### config.mk
export PLATFORM = sky130hd
export DESIGN_NAME = cim_mac_sequencer
export DESIGN_NICKNAME = d
export VERILOG_FILES = /design/src/rtl/cim_mac_sequencer.sv
export SDC_FILE = /design/constraint.sdc
export NUM_CORES = 1
export LEC_CHECK = 0
export BUFFER_PORTS_ARGS = -buffer_cell sky130_fd_sc_hd__buf_2
export CAP_MARGIN = 15
export CORE_UTILIZATION = 35
export DETAILED_ROUTE_END_ITERATION = 6
export PLACE_DENSITY = 0.62
export SKIP_CTS_REPAIR_TIMING = 1
export SYNTH_ARGS = -nofsm -noshare
export SYNTH_HDL_FRONTEND = slang
export SYNTH_SLANG_ARGS = --single-unit
### constraint.sdc
create_clock -name CLK -period 2 [get_ports CLK]
set_input_delay 0.5 -clock CLK [delete_from_list [all_inputs] [get_ports CLK]]
set_output_delay 0.5 -clock CLK [all_outputs]
set_load 0.02 [all_outputs]
### src/rtl/cim_mac_sequencer.sv
// Command sequencer for a compute-in-memory MAC macro: streams weights into the banks,
// issues MAC or readback strobes, waits out the macro latency and holds the result.
module cim_mac_sequencer #(
  parameter int unsigned CORE_NUM         = 16,
  parameter int unsigned XIN_BIT_WIDTH    = 11,
  parameter int unsigned MEM_BIT_WIDTH    = 8,
  parameter int unsigned MEM_ADR_WIDTH    = 2,
  parameter int unsigned OUTPUT_BIT_WIDTH = 22,
  parameter int unsigned MAC_LATENCY      = 2,
  parameter int unsigned READ_LATENCY     = 2
) (
  input  logic                                CLK,
  input  logic                                NRST,
  input  logic                                CMD_VALID,
  output logic                                CMD_READY,
  input  logic [1:0]                          CMD_OP,
  input  logic [$clog2(CORE_NUM)-1:0]         CMD_BANK,
  input  logic [MEM_ADR_WIDTH-1:0]            CMD_ADR,
  input  logic [CORE_NUM*XIN_BIT_WIDTH-1:0]   CMD_XIN,
  input  logic                                W_VALID,
  output logic                                W_READY,
  input  logic [MEM_BIT_WIDTH-1:0]            W_DATA,
  output logic                                RES_VALID,
  input  logic                                RES_READY,
  output logic [OUTPUT_BIT_WIDTH-1:0]         RES_DATA,
  output logic                                RES_ERR,
  output logic                                BUSY,
  output logic                                M_WEB,
  output logic [$clog2(CORE_NUM)-1:0]         M_BANKA,
  output logic [MEM_ADR_WIDTH-1:0]            M_ADRA,
  output logic [MEM_BIT_WIDTH-1:0]            M_D,
  output logic                                M_REB,
  output logic [$clog2(CORE_NUM)-1:0]         M_BANKB,
  output logic [MEM_ADR_WIDTH-1:0]            M_ADRB,
  output logic                                M_ENCB,
  output logic [CORE_NUM*XIN_BIT_WIDTH-1:0]   M_XIN,
  input  logic [OUTPUT_BIT_WIDTH-1:0]         M_Q
);

  localparam int unsigned BANK_W  = $clog2(CORE_NUM);
  localparam int unsigned LAT_MAX = (MAC_LATENCY > READ_LATENCY) ? MAC_LATENCY : READ_LATENCY;
  localparam int unsigned LAT_W   = $clog2(LAT_MAX + 2);
  localparam logic [1:0]  OpLoad  = 2'b00;
  localparam logic [1:0]  OpMac   = 2'b01;
  localparam logic [1:0]  OpRead  = 2'b10;

  typedef enum logic [2:0] {StIdle, StLoad, StIssue, StWait, StHold} state_e;

  state_e                              state_q, state_d;
  logic [1:0]                          op_q, op_d;
  logic [BANK_W-1:0]                   bank_q, bank_d;
  logic [MEM_ADR_WIDTH-1:0]            adr_q, adr_d;
  logic [CORE_NUM*XIN_BIT_WIDTH-1:0]   xin_q, xin_d;
  logic [BANK_W-1:0]                   bank_cnt_q, bank_cnt_d;
  logic [LAT_W-1:0]                    lat_cnt_q, lat_cnt_d;
  logic [LAT_W-1:0]                    lat_target;
  logic [OUTPUT_BIT_WIDTH-1:0]         res_data_d;
  logic                                res_err_d;
  logic                                m_web_d, m_reb_d, m_encb_d;
  logic [BANK_W-1:0]                   m_banka_d, m_bankb_d;
  logic [MEM_ADR_WIDTH-1:0]            m_adra_d, m_adrb_d;
  logic [MEM_BIT_WIDTH-1:0]            m_d_d;
  logic [CORE_NUM*XIN_BIT_WIDTH-1:0]   m_xin_d;

  assign CMD_READY  = (state_q == StIdle);
  assign W_READY    = (state_q == StLoad);
  assign RES_VALID  = (state_q == StHold);
  assign BUSY       = (state_q != StIdle);
  assign lat_target = (op_q == OpMac) ? LAT_W'(MAC_LATENCY) : LAT_W'(READ_LATENCY);

  always_comb begin
    state_d    = state_q;
    op_d       = op_q;
    bank_d     = bank_q;
    adr_d      = adr_q;
    xin_d      = xin_q;
    bank_cnt_d = bank_cnt_q;
    lat_cnt_d  = lat_cnt_q;
    res_data_d = RES_DATA;
    res_err_d  = RES_ERR;
    m_web_d    = 1'b1;
    m_reb_d    = 1'b1;
    m_encb_d   = 1'b1;
    m_banka_d  = M_BANKA;
    m_adra_d   = M_ADRA;
    m_d_d      = M_D;
    m_bankb_d  = M_BANKB;
    m_adrb_d   = M_ADRB;
    m_xin_d    = M_XIN;

    case (state_q)
      StIdle: begin
        if (CMD_VALID) begin
          op_d   = CMD_OP;
          bank_d = CMD_BANK;
          adr_d  = CMD_ADR;
          xin_d  = CMD_XIN;
          if (CMD_OP == OpLoad) begin
            state_d    = StLoad;
            bank_cnt_d = '0;
          end else if (CMD_OP == OpMac || CMD_OP == OpRead) begin
            state_d   = StIssue;
            lat_cnt_d = '0;
          end else begin
            state_d    = StHold;
            res_data_d = '0;
            res_err_d  = 1'b1;
          end
        end
      end
      StLoad: begin
        if (W_VALID) begin
          m_web_d   = 1'b0;
          m_banka_d = bank_cnt_q;
          m_adra_d  = adr_q;
          m_d_d     = W_DATA;
          // Counter parks at 0 after the last bank instead of wrapping.
          if (bank_cnt_q == BANK_W'(CORE_NUM - 1)) begin
            state_d    = StIdle;
            bank_cnt_d = '0;
          end else begin
            bank_cnt_d = bank_cnt_q + 1'b1;
          end
        end
      end
      StIssue: begin
        m_adrb_d  = adr_q;
        if (op_q == OpMac) begin
          m_encb_d = 1'b0;
          m_xin_d  = xin_q;
        end else begin
          m_reb_d   = 1'b0;
          m_bankb_d = bank_q;
        end
        state_d   = StWait;
        lat_cnt_d = '0;
      end
      StWait: begin
        // First WAIT cycle is the strobe cycle; M_Q is sampled once lat_target more have passed.
        if (lat_cnt_q == lat_target) begin
          state_d   = StHold;
          res_err_d = 1'b0;
          if (op_q == OpMac) begin
            res_data_d = M_Q;
          end else begin
            res_data_d = {{(OUTPUT_BIT_WIDTH - MEM_BIT_WIDTH){1'b0}}, M_Q[MEM_BIT_WIDTH-1:0]};
          end
        end else begin
          lat_cnt_d = lat_cnt_q + 1'b1;
        end
      end
      StHold: begin
        if (RES_READY) state_d = StIdle;
      end
      default: state_d = StIdle;
    endcase
  end

  always_ff @(posedge CLK) begin
    if (!NRST) begin
      state_q    <= StIdle;
      op_q       <= '0;
      bank_q     <= '0;
      adr_q      <= '0;
      xin_q      <= '0;
      bank_cnt_q <= '0;
      lat_cnt_q  <= '0;
      RES_DATA   <= '0;
      RES_ERR    <= 1'b0;
      M_WEB      <= 1'b1;
      M_REB      <= 1'b1;
      M_ENCB     <= 1'b1;
      M_BANKA    <= '0;
      M_ADRA     <= '0;
      M_D        <= '0;
      M_BANKB    <= '0;
      M_ADRB     <= '0;
      M_XIN      <= '0;
    end else begin
      state_q    <= state_d;
      op_q       <= op_d;
      bank_q     <= bank_d;
      adr_q      <= adr_d;
      xin_q      <= xin_d;
      bank_cnt_q <= bank_cnt_d;
      lat_cnt_q  <= lat_cnt_d;
      RES_DATA   <= res_data_d;
      RES_ERR    <= res_err_d;
      M_WEB      <= m_web_d;
      M_REB      <= m_reb_d;
      M_ENCB     <= m_encb_d;
      M_BANKA    <= m_banka_d;
      M_ADRA     <= m_adra_d;
      M_D        <= m_d_d;
      M_BANKB    <= m_bankb_d;
      M_ADRB     <= m_adrb_d;
      M_XIN      <= m_xin_d;
    end
  end

endmodule

Word-level counts from Yosys, hierarchy flattened. Index checks and enable logic that the tools add are counted. Widths: inputs -> output; s select.

Output and inout port bits: 226. Flip-flop bits (word level): 415. Logic and storage cells: 89. Bits of input ports: 219.

Reductions and logical operators: 17. Mux-type cells: 32. $add $sub $neg: 2. Equal/unequal tests: 19. Bitwise logic cells: 1.

Operator list (number): $mux 22 (5); $pmux 22 s2 (1); $mux 3 (7); $mux 4 (4); $pmux 3 s5 (1); $reduce_and 5->1 (3); $ne 2x2->1 const B (6); $reduce_and 2->1 (6); $mux 2 (4); $ne 2x1->1 const B (4); $pmux 4 s2 (1); $mux 1 (7); $eq 3x2->1 const B (2); $pmux 2 s3 (1); $reduce_bool 3->1 (2); $add 4x1->4 const B (1); $eq 2x1->1 const B (2); $eq 2x2->1 const B (2); $eq 4x4->1 const B (1); $reduce_and 4->1 (1); $reduce_bool 2->1 (2); $eq 3x1->1 const B (1); $eq 3x3->1 const B (1); $logic_not 3->1 (1); other kinds (5) (5).

Logic depth before layout (Yosys ltp). Gate-level depths: netlist of the first run.

Depth after elaboration: 6. Depth in mapped cells: 7. Gate-level depth less buffers: 5.

Worst setup path after synthesis of the first run. No wires, ideal clock.

Path kind: in2reg. Start: in CMD_OP[0]. End: reg RES_DATA[13]. Arrival time: 1793 ps. Setup time: 126 ps. Cell stages on the path: 7. Buffers on the path: 2. Required time: 1874 ps. Slack: 81 ps. Cells stage by stage: inv_1 -> ha_1 -> or3b_1 -> buf_2 -> nor3_4 -> buf_4 -> o211ai_1.

Cells in the longest elaborated chain, start to end: 4. Elaborated cells on any way between the ends: 7. Classes of those cells: 4 x eq/ne; 3 x reduce/logical.

Ends and longest elaborated chain: start, declared (line 16) `input logic [1:0] CMD_OP,`; $eq 2x1->1 / $eq 2x2->1 (equally long branches) (line 101) `end else if (CMD_OP == OpMac || CMD_OP == OpRead) begin`; $logic_or 1x1->1 (line 101); $ne 2x2->1 (no line); $reduce_and 5->1 (no line) (*); end signal, assigned (line 187) `RES_DATA <= res_data_d;`; end, declared (line 25) `output logic [OUTPUT_BIT_WIDTH-1:0] RES_DATA,`.

Mark *: on every way between the ends. The rest lies on a longest branch, timed or not. A chain may end at the register's enable or synchronous reset.

Worst setup path in the final report of the first run.
Start: reg state_q[1]. End: out BUSY.

Cells in the longest elaborated chain, start to end: 1.

Ends and longest elaborated chain: start, declared (line 49) `state_e state_q, state_d;`; start signal, assigned (line 161) `state_q <= StIdle;`; start signal, assigned (line 180) `state_q <= state_d;`; $reduce_bool 3->1 (line 68) `assign BUSY = (state_q != StIdle);`; end, declared (line 27) `output logic BUSY,`.

No other way between the ends.

==> results.py, run 1 <==
metrics = {
    "grt": {
        "grt_first_pass_wirelength_um": 74100,
        "antenna_found_initial": 10,
        "grt_pass1_vias": 14100,
        "grt-ovfl-total": 0,
        "grt_max_degree": 113,
        "gr-usage-all-layers_pct": 20.5,
    },
    "placed_design": {
        "port_buffers": 444,
        "hpwl_um": 31100,
        "dp_cells": 2805,
        "gp_congestion": 0.817,
        "placed_cell_area_um2": 18400,
    },
    "die": {
        "die_w_um": 212,
        "initial_core_util_pct": 35.6,
        "die_area_um2": 44800,
        "ios": 445,
        "placementRows": 76,
        "dieHeight_um": 212,
        "coreArea_um2": 43300,
    },
    "final_layout": {
        "drive_gt1_share_pct": 26.5,
        "layout_commonest_cell": "buf_2",
        "areaGrowthSynthToFinish_pct": 30.7,
        "nets": 2505,
        "fillerInstances": 4276,
        "final_cells": 2909,
        "layout_common_cells": "441 x buf_2, 415 x nand2_1, 412 x dfxtp_1",
        "utilization_pct": 46.5,
        "final_area_um2": 20100,
    },
    "clock_tree": {
        "cts_buffers": 46,
        "cts_tree": "built",
        "clock_latency_ns": 0.59,
        "cts.sinks": 415,
        "clk_pin_slew_ns": 0.06,
        "cts_buffer_depth": 3,
        "root_buffer": "clkbuf_16",
        "htree_num_levels": 2,
    },
    "detailed_routing": {
        "drc": 0,
        "antenna_left": 0,
        "wirelength_um": 48100,
        "drt_first_pass_iters": 5,
        "viasPerCell": 5.16,
        "vias": 15000,
        "drt_iter0_markers": 1009,
        "wire_per_inst_um": 16.5,
    },
    "timing": {
        "setup_violations": 3,
        "period_share_pct": 105,
        "final.setup.worst_slack_ns": -0.106,
        "fin_skew_ns": 0.0213,
        "fmax_mhz": 475,
        "worst_slew_pin_slew_ns": 0.597,
        "fin_crit_ns": 2.11,
        "slew_headroom_pct": 60.1,
        "hold_violations": 0,
        "drv_slew": 0,
        "rsz0062_at_grt": "true",
    },
    "hold_path": {
        "hold_depth": 3,
        "hp-start": "CMD_XIN[60]",
        "hold_class": "in2reg",
        "hold-path-endpoint": "xin_q[60]$_SDFFE_PN0P_",
    },
    "power": {
        "powerDensity_nw_per_um2": 977,
        "p_leak_nw": 8.13,
        "ir_worst_vdd_v": 0.000596,
        "p_total_w": 0.0197,
    },
    "setup_path": {
        "worstPathRequired_ns": 1.50,
        "cp_num_cells": 3,
        "r2r-end": "bank_q[1]$_SDFFE_PN0P_",
        "path_cells": "buf_8 -> or3_4 -> buf_2",
        "critPathLaunchType": "flip-flop",
        "critPathMaxFanout": 6,
        "critical_path_buf_inv_count": 2,
        "critPathMaxStageDelay_ns": 0.38,
        "r2r_cells": 8,
        "slowest_stage": "or3_4",
        "cp-end-kind": "output pin",
        "reg2reg_from": "state_q[1]$_SDFFE_PN0P_",
        "crit_family": "simple AND/OR/NAND/NOR gates",
        "r2r_setup_slack_ns": 0.17,
        "setup.worst_path.class": "reg2out",
        "crit_arrival_ns": 1.61,
    },
    "synth": {
        "ys_seq_area_share_pct": 54.0,
        "synth_nets": 2118,
        "yosysWarnings": 0,
        "ys_ff_latch": 415,
        "synth.top_cells.by_area": "dfxtp_1 54%, a21oi_1 13%, nand2_1 10%, nand3_1 7.5%, o21ai_0 5.9%",
        "yosysTopAreaCell": "dfxtp_1",
        "netlist_instances": 1895,
        "synth_area_um2": 15400,
        "synth_area_per_cell_um2": 8.12,
        "yosysTopAreaCellShare_pct": 54.0,
        "synth_cell_types": 43,
    },
    "flow_run": {
        "cap_violations": 0,
    },
    "outcome": {
        "violations": "negative setup slack",
        "outcome": "complete, but fails checks",
    },
}
-- area by class of cell --
cell class | count | area (um2) | area share, %
antenna | 7 | 17.5 | 0.0871
clock buffer | 67 | 1330 | 6.61
clock inverter | 16 | 225 | 1.12
inverter | 8 | 37.5 | 0.187
multi-input combinational | 1285 | 6210 | 30.9
sequential | 415 | 8320 | 41.3
tap | 585 | 732 | 3.64
timing repair buffer | 526 | 3250 | 16.1
-- state kept, by name, summed over array words and instances (netlist names), 2 cells and up --
register and flops:
M_XIN 176, xin_q 176, RES_DATA 22, M_D 8
M_BANKA 4, M_BANKB 4, bank_cnt_q 4, bank_q 4
state_q 3, M_ADRA 2, M_ADRB 2, adr_q 2
lat_cnt_q 2, op_q 2
-- cell usage after synthesis --
| cell | n |
|---|---|
| nand2_1 | 415 |
| nand3_1 | 230 |
| nand3b_1 | 2 |
| o21a_1 | 1 |
| nand4b_1 | 2 |
| nor3b_2 | 1 |
| nand4bb_1 | 2 |
| a2111oi_0 | 1 |
| o21ai_0 | 181 |
| a221oi_1 | 1 |
| ha_1 | 4 |
| or4_1 | 1 |
| nand4_1 | 1 |
| buf_6 | 18 |
| or4b_1 | 1 |
| buf_2 | 50 |
| or3b_1 | 2 |
| mux2i_1 | 2 |
| inv_2 | 1 |
| o221ai_1 | 1 |
| a311oi_1 | 2 |
| nor4bb_1 | 1 |
| inv_1 | 7 |
| o32ai_1 | 1 |
| o211ai_1 | 22 |
| a21o_1 | 1 |
| nor3b_1 | 2 |
| buf_4 | 2 |
| dfxtp_1 | 415 |
| and3b_1 | 1 |
| nor4b_4 | 1 |
| nor2b_1 | 4 |
| nor2_1 | 1 |
| a211oi_1 | 1 |
| nor3_4 | 1 |
| a21oi_1 | 392 |
| and4b_1 | 1 |
| buf_1 | 3 |
| a2bb2oi_1 | 1 |
| or3_1 | 1 |
| clkbuf_1 | 114 |
| nand2b_1 | 3 |
| o31ai_1 | 1 |
-- worst max path at each step --
stage | startpoint | end | slack (ns)
4_1_cts | state_q[0]$_SDFFE_PN0P_ | CMD_READY | -0.37
3_5_place_dp | CMD_OP[0] | RES_DATA[6]$_SDFFE_PN0P_ | -0.0008
5_1_grt | state_q[0]$_SDFFE_PN0P_ | CMD_READY | -0.15
6_report | state_q[1]$_SDFFE_PN0P_ | BUSY | -0.11
2_1_floorplan | CMD_OP[0] | RES_DATA[13]$_SDFFE_PN0P_ | 0.08
3_3_place_gp | CMD_OP[0] | RES_DATA[5]$_SDFFE_PN0P_ | 0.03
-- metal layers --
metal / up-vias / wire [um] / global-route usage [%]
li1: 7279 / - / -
met1: 7077 / 19800 / 25.1
met2: 538 / 23000 / 33.7
met3: 97 / 3960 / 6.57
met4: 6 / 1330 / 7.12
met5: - / 36 / 0
-- power breakdown --
part           internal (W)  total [W]  switching (W)
registers           0.00861    0.00878       0.000173
clock network       0.00516    0.00864        0.00348
logic              0.000812    0.00223        0.00142
-- per-stage QoR --
stage | setup WS, ns | hold slack, ns | TNS [ns]
3_3_place_gp | 0.0289 | 0.441 | 0
5_1_grt | -0.151 | 0.114 | -0.400
3_5_place_dp | -0.000797 | 0.446 | -0.000797
6_report | -0.106 | 0.147 | -0.241
4_1_cts | -0.369 | 0.109 | -1.34
2_1_floorplan | 0.0806 | 0.437 | 0
-- worst register-to-register path, stage by stage, from the launching register on --
cell	delay [ns]
dfxtp_4	0.35
buf_6	0.12
buf_8	0.12
buf_4	0.14
nor4b_4	0.35
buf_12	0.25
buf_4	0.21
nand2_1	0.08
a21oi_1	0.14
-- logic make-up after synthesis --
family / share of synthesized area, %
AOI/OAI and AO/OA: 20.3
buffers and inverters: 6.09
and+or+nand+nor: 19.2
DFF: 54.0
adders and majority gates: 0.325
muxes: 0.130
Note: power is estimated with default switching activity, not from simulation.
==> run 2: changes to the inputs <==
--- a/config.mk
+++ b/config.mk
@@ -9,7 +9,7 @@
 export CAP_MARGIN = 15
 export CORE_UTILIZATION = 35
 export DETAILED_ROUTE_END_ITERATION = 6
-export PLACE_DENSITY = 0.62
+export PLACE_DENSITY = 0.6
 export SKIP_CTS_REPAIR_TIMING = 1
 export SYNTH_ARGS = -nofsm -noshare
 export SYNTH_HDL_FRONTEND = slang
==> constraint.sdc (replaced) <==
create_clock -name CLK -period 2.6 [get_ports CLK]
set_input_delay 0.65 -clock CLK [delete_from_list [all_inputs] [get_ports CLK]]
set_output_delay 0.65 -clock CLK [all_outputs]
set_load 0.02 [all_outputs]
==> results.py, run 2 (same netlist as run 1, synthesis figures left out) <==
metrics = {
    "outcome": {
        "outcome": "finished, final reports clean",
    },
    "final_layout": {
        "reg_top3": "M_XIN (176), xin_q (176), RES_DATA (22)",
        "nets": 2457,
        "final_area_um2": 19500,
        "layout_common_cells": "444 x buf_2, 415 x nand2_1, 412 x dfxtp_1",
        "areaGrowthSynthToFinish_pct": 26.6,
        "drive_gt1_share_pct": 24.8,
        "layout_commonest_cell": "buf_2",
        "utilization_pct": 45.0,
    },
    "die": {
        "die_w_um": 212,
        "dieHeight_um": 212,
        "initial_core_util_pct": 35.6,
        "placementRows": 76,
        "coreArea_um2": 43300,
        "ios": 445,
        "die_area_um2": 44800,
    },
    "clock_tree": {
        "cts_buffers": 46,
        "cts.sinks": 415,
        "cts_buffer_depth": 3,
        "htree_num_levels": 2,
        "root_buffer": "clkbuf_16",
        "clock_latency_ns": 0.57,
        "clk_pin_slew_ns": 0.06,
        "cts_tree": "built",
    },
    "setup_path": {
        "cp-end-kind": "output pin",
        "crit_arrival_ns": 1.82,
        "r2r-end": "xin_q[32]$_SDFFE_PN0P_",
        "worstPathRequired_ns": 1.95,
        "r2r_setup_slack_ns": 0.69,
        "critPathLaunchType": "flip-flop",
        "setup.worst_path.class": "reg2out",
        "critPathMaxFanout": 17,
        "startpoint": "state_q[2]$_SDFFE_PN0P_",
        "reg2reg_from": "state_q[0]$_SDFFE_PN0P_",
        "r2r_cells": 5,
    },
    "hold_path": {
        "hold_class": "in2reg",
        "hold_depth": 3,
        "hold-path-endpoint": "xin_q[172]$_SDFFE_PN0P_",
        "hp-start": "CMD_XIN[172]",
    },
    "detailed_routing": {
        "viasPerCell": 5.14,
        "wire_per_inst_um": 16.6,
        "vias": 14700,
        "antenna_left": 0,
        "drt_first_pass_iters": 5,
        "wirelength_um": 47600,
        "drc": 0,
        "drt_iter0_markers": 1180,
    },
    "timing": {
        "slew_headroom_pct": 56.6,
        "hold_violations": 0,
        "drv_slew": 0,
        "final.setup.worst_slack_ns": 0.133,
        "fin_crit_ns": 2.47,
        "period_share_pct": 94.9,
        "rsz0062_at_grt": "false",
        "worst_slew_pin_slew_ns": 0.651,
        "fmax_mhz": 405,
        "setup_violations": 0,
        "fin_skew_ns": 0.0176,
    },
    "placed_design": {
        "hpwl_um": 29500,
        "port_buffers": 444,
        "gp_congestion": 0.773,
        "dp_slack_ns": 0.260,
        "placed_cell_area_um2": 18000,
    },
    "power": {
        "p_total_w": 0.0147,
        "p_leak_nw": 7.79,
        "ir_worst_vdd_v": 0.000401,
        "powerDensity_nw_per_um2": 754,
    },
    "grt": {
        "grt-ovfl-total": 0,
        "grt_max_degree": 126,
        "grt_pass1_vias": 13800,
        "antenna_found_initial": 11,
        "gr-usage-all-layers_pct": 20.2,
        "grt_first_pass_wirelength_um": 73500,
    },
    "flow_run": {
        "cap_violations": 0,
    },
}
==> run 2: cell types whose count changed in the layout (fill, tap and decap cells not counted), sizes merged <==
cell      before  now
buf          526  478
bufinv         4    1
clkbuf        67   71
clkinv        10    6
clkinvlp       0    2
diode          7    9
==> run 2: worst max path at each step <==
stage / to / slack (ns)
floorplan: RES_DATA[13]$_SDFFE_PN0P_ / 0.53
global placement: RES_DATA[8]$_SDFFE_PN0P_ / 0.29
detailed placement: RES_DATA[20]$_SDFFE_PN0P_ / 0.26
CTS: BUSY / -0.04
global route: CMD_READY / 0.06
finish: CMD_READY / 0.13
==> run 2: metrics by stage <==
step / hold slack (ns) / std cells / TNS [ns]
after global placement: 0.440 / 2771 / 0
final: 0.309 / 2862 / 0
after CTS: 0.277 / 2853 / -0.0803
after global routing: 0.295 / 2857 / 0
after floorplan: 0.437 / 1895 / 0
after detailed placement: 0.446 / 2771 / 0
==> run 2: cell type report <==
type | instances | area, um2
Multi-Input combinational cell | 1285 | 6180
Timing Repair Buffer | 478 | 2700
Antenna cell | 9 | 22.5
Tap cell | 585 | 732
Clock inverter | 11 | 92.6
Fill cell | 4384 | 23800
Clock buffer | 71 | 1410
Inverter | 8 | 37.5
Sequential cell | 415 | 8310
==> run 2: routing by layer <==
metal / vias to the layer above / GRT usage, % / share of wire [%]
met5: - / 0 / 0.097
met4: 8 / 8.12 / 3.0
met3: 96 / 6.68 / 8.5
met2: 468 / 32.3 / 46
met1: 6961 / 25.0 / 42
li1: 7166 / - / -
==> run 2: worst max-delay path, stage by stage, from the launching register on <==
cell and delay [ns]:
dfxtp_2 0.42, or3_1 0.58, inv_1 0.09, buf_2 0.16
==> run 2: power breakdown <==
part           total, W  leakage, nW  switching (W)  internal [W]
registers       0.00677         3.37       0.000143       0.00662
clock network   0.00642        0.739        0.00261       0.00381
logic           0.00152         3.68        0.00104      0.000479
total            0.0147         7.79        0.00379        0.0109
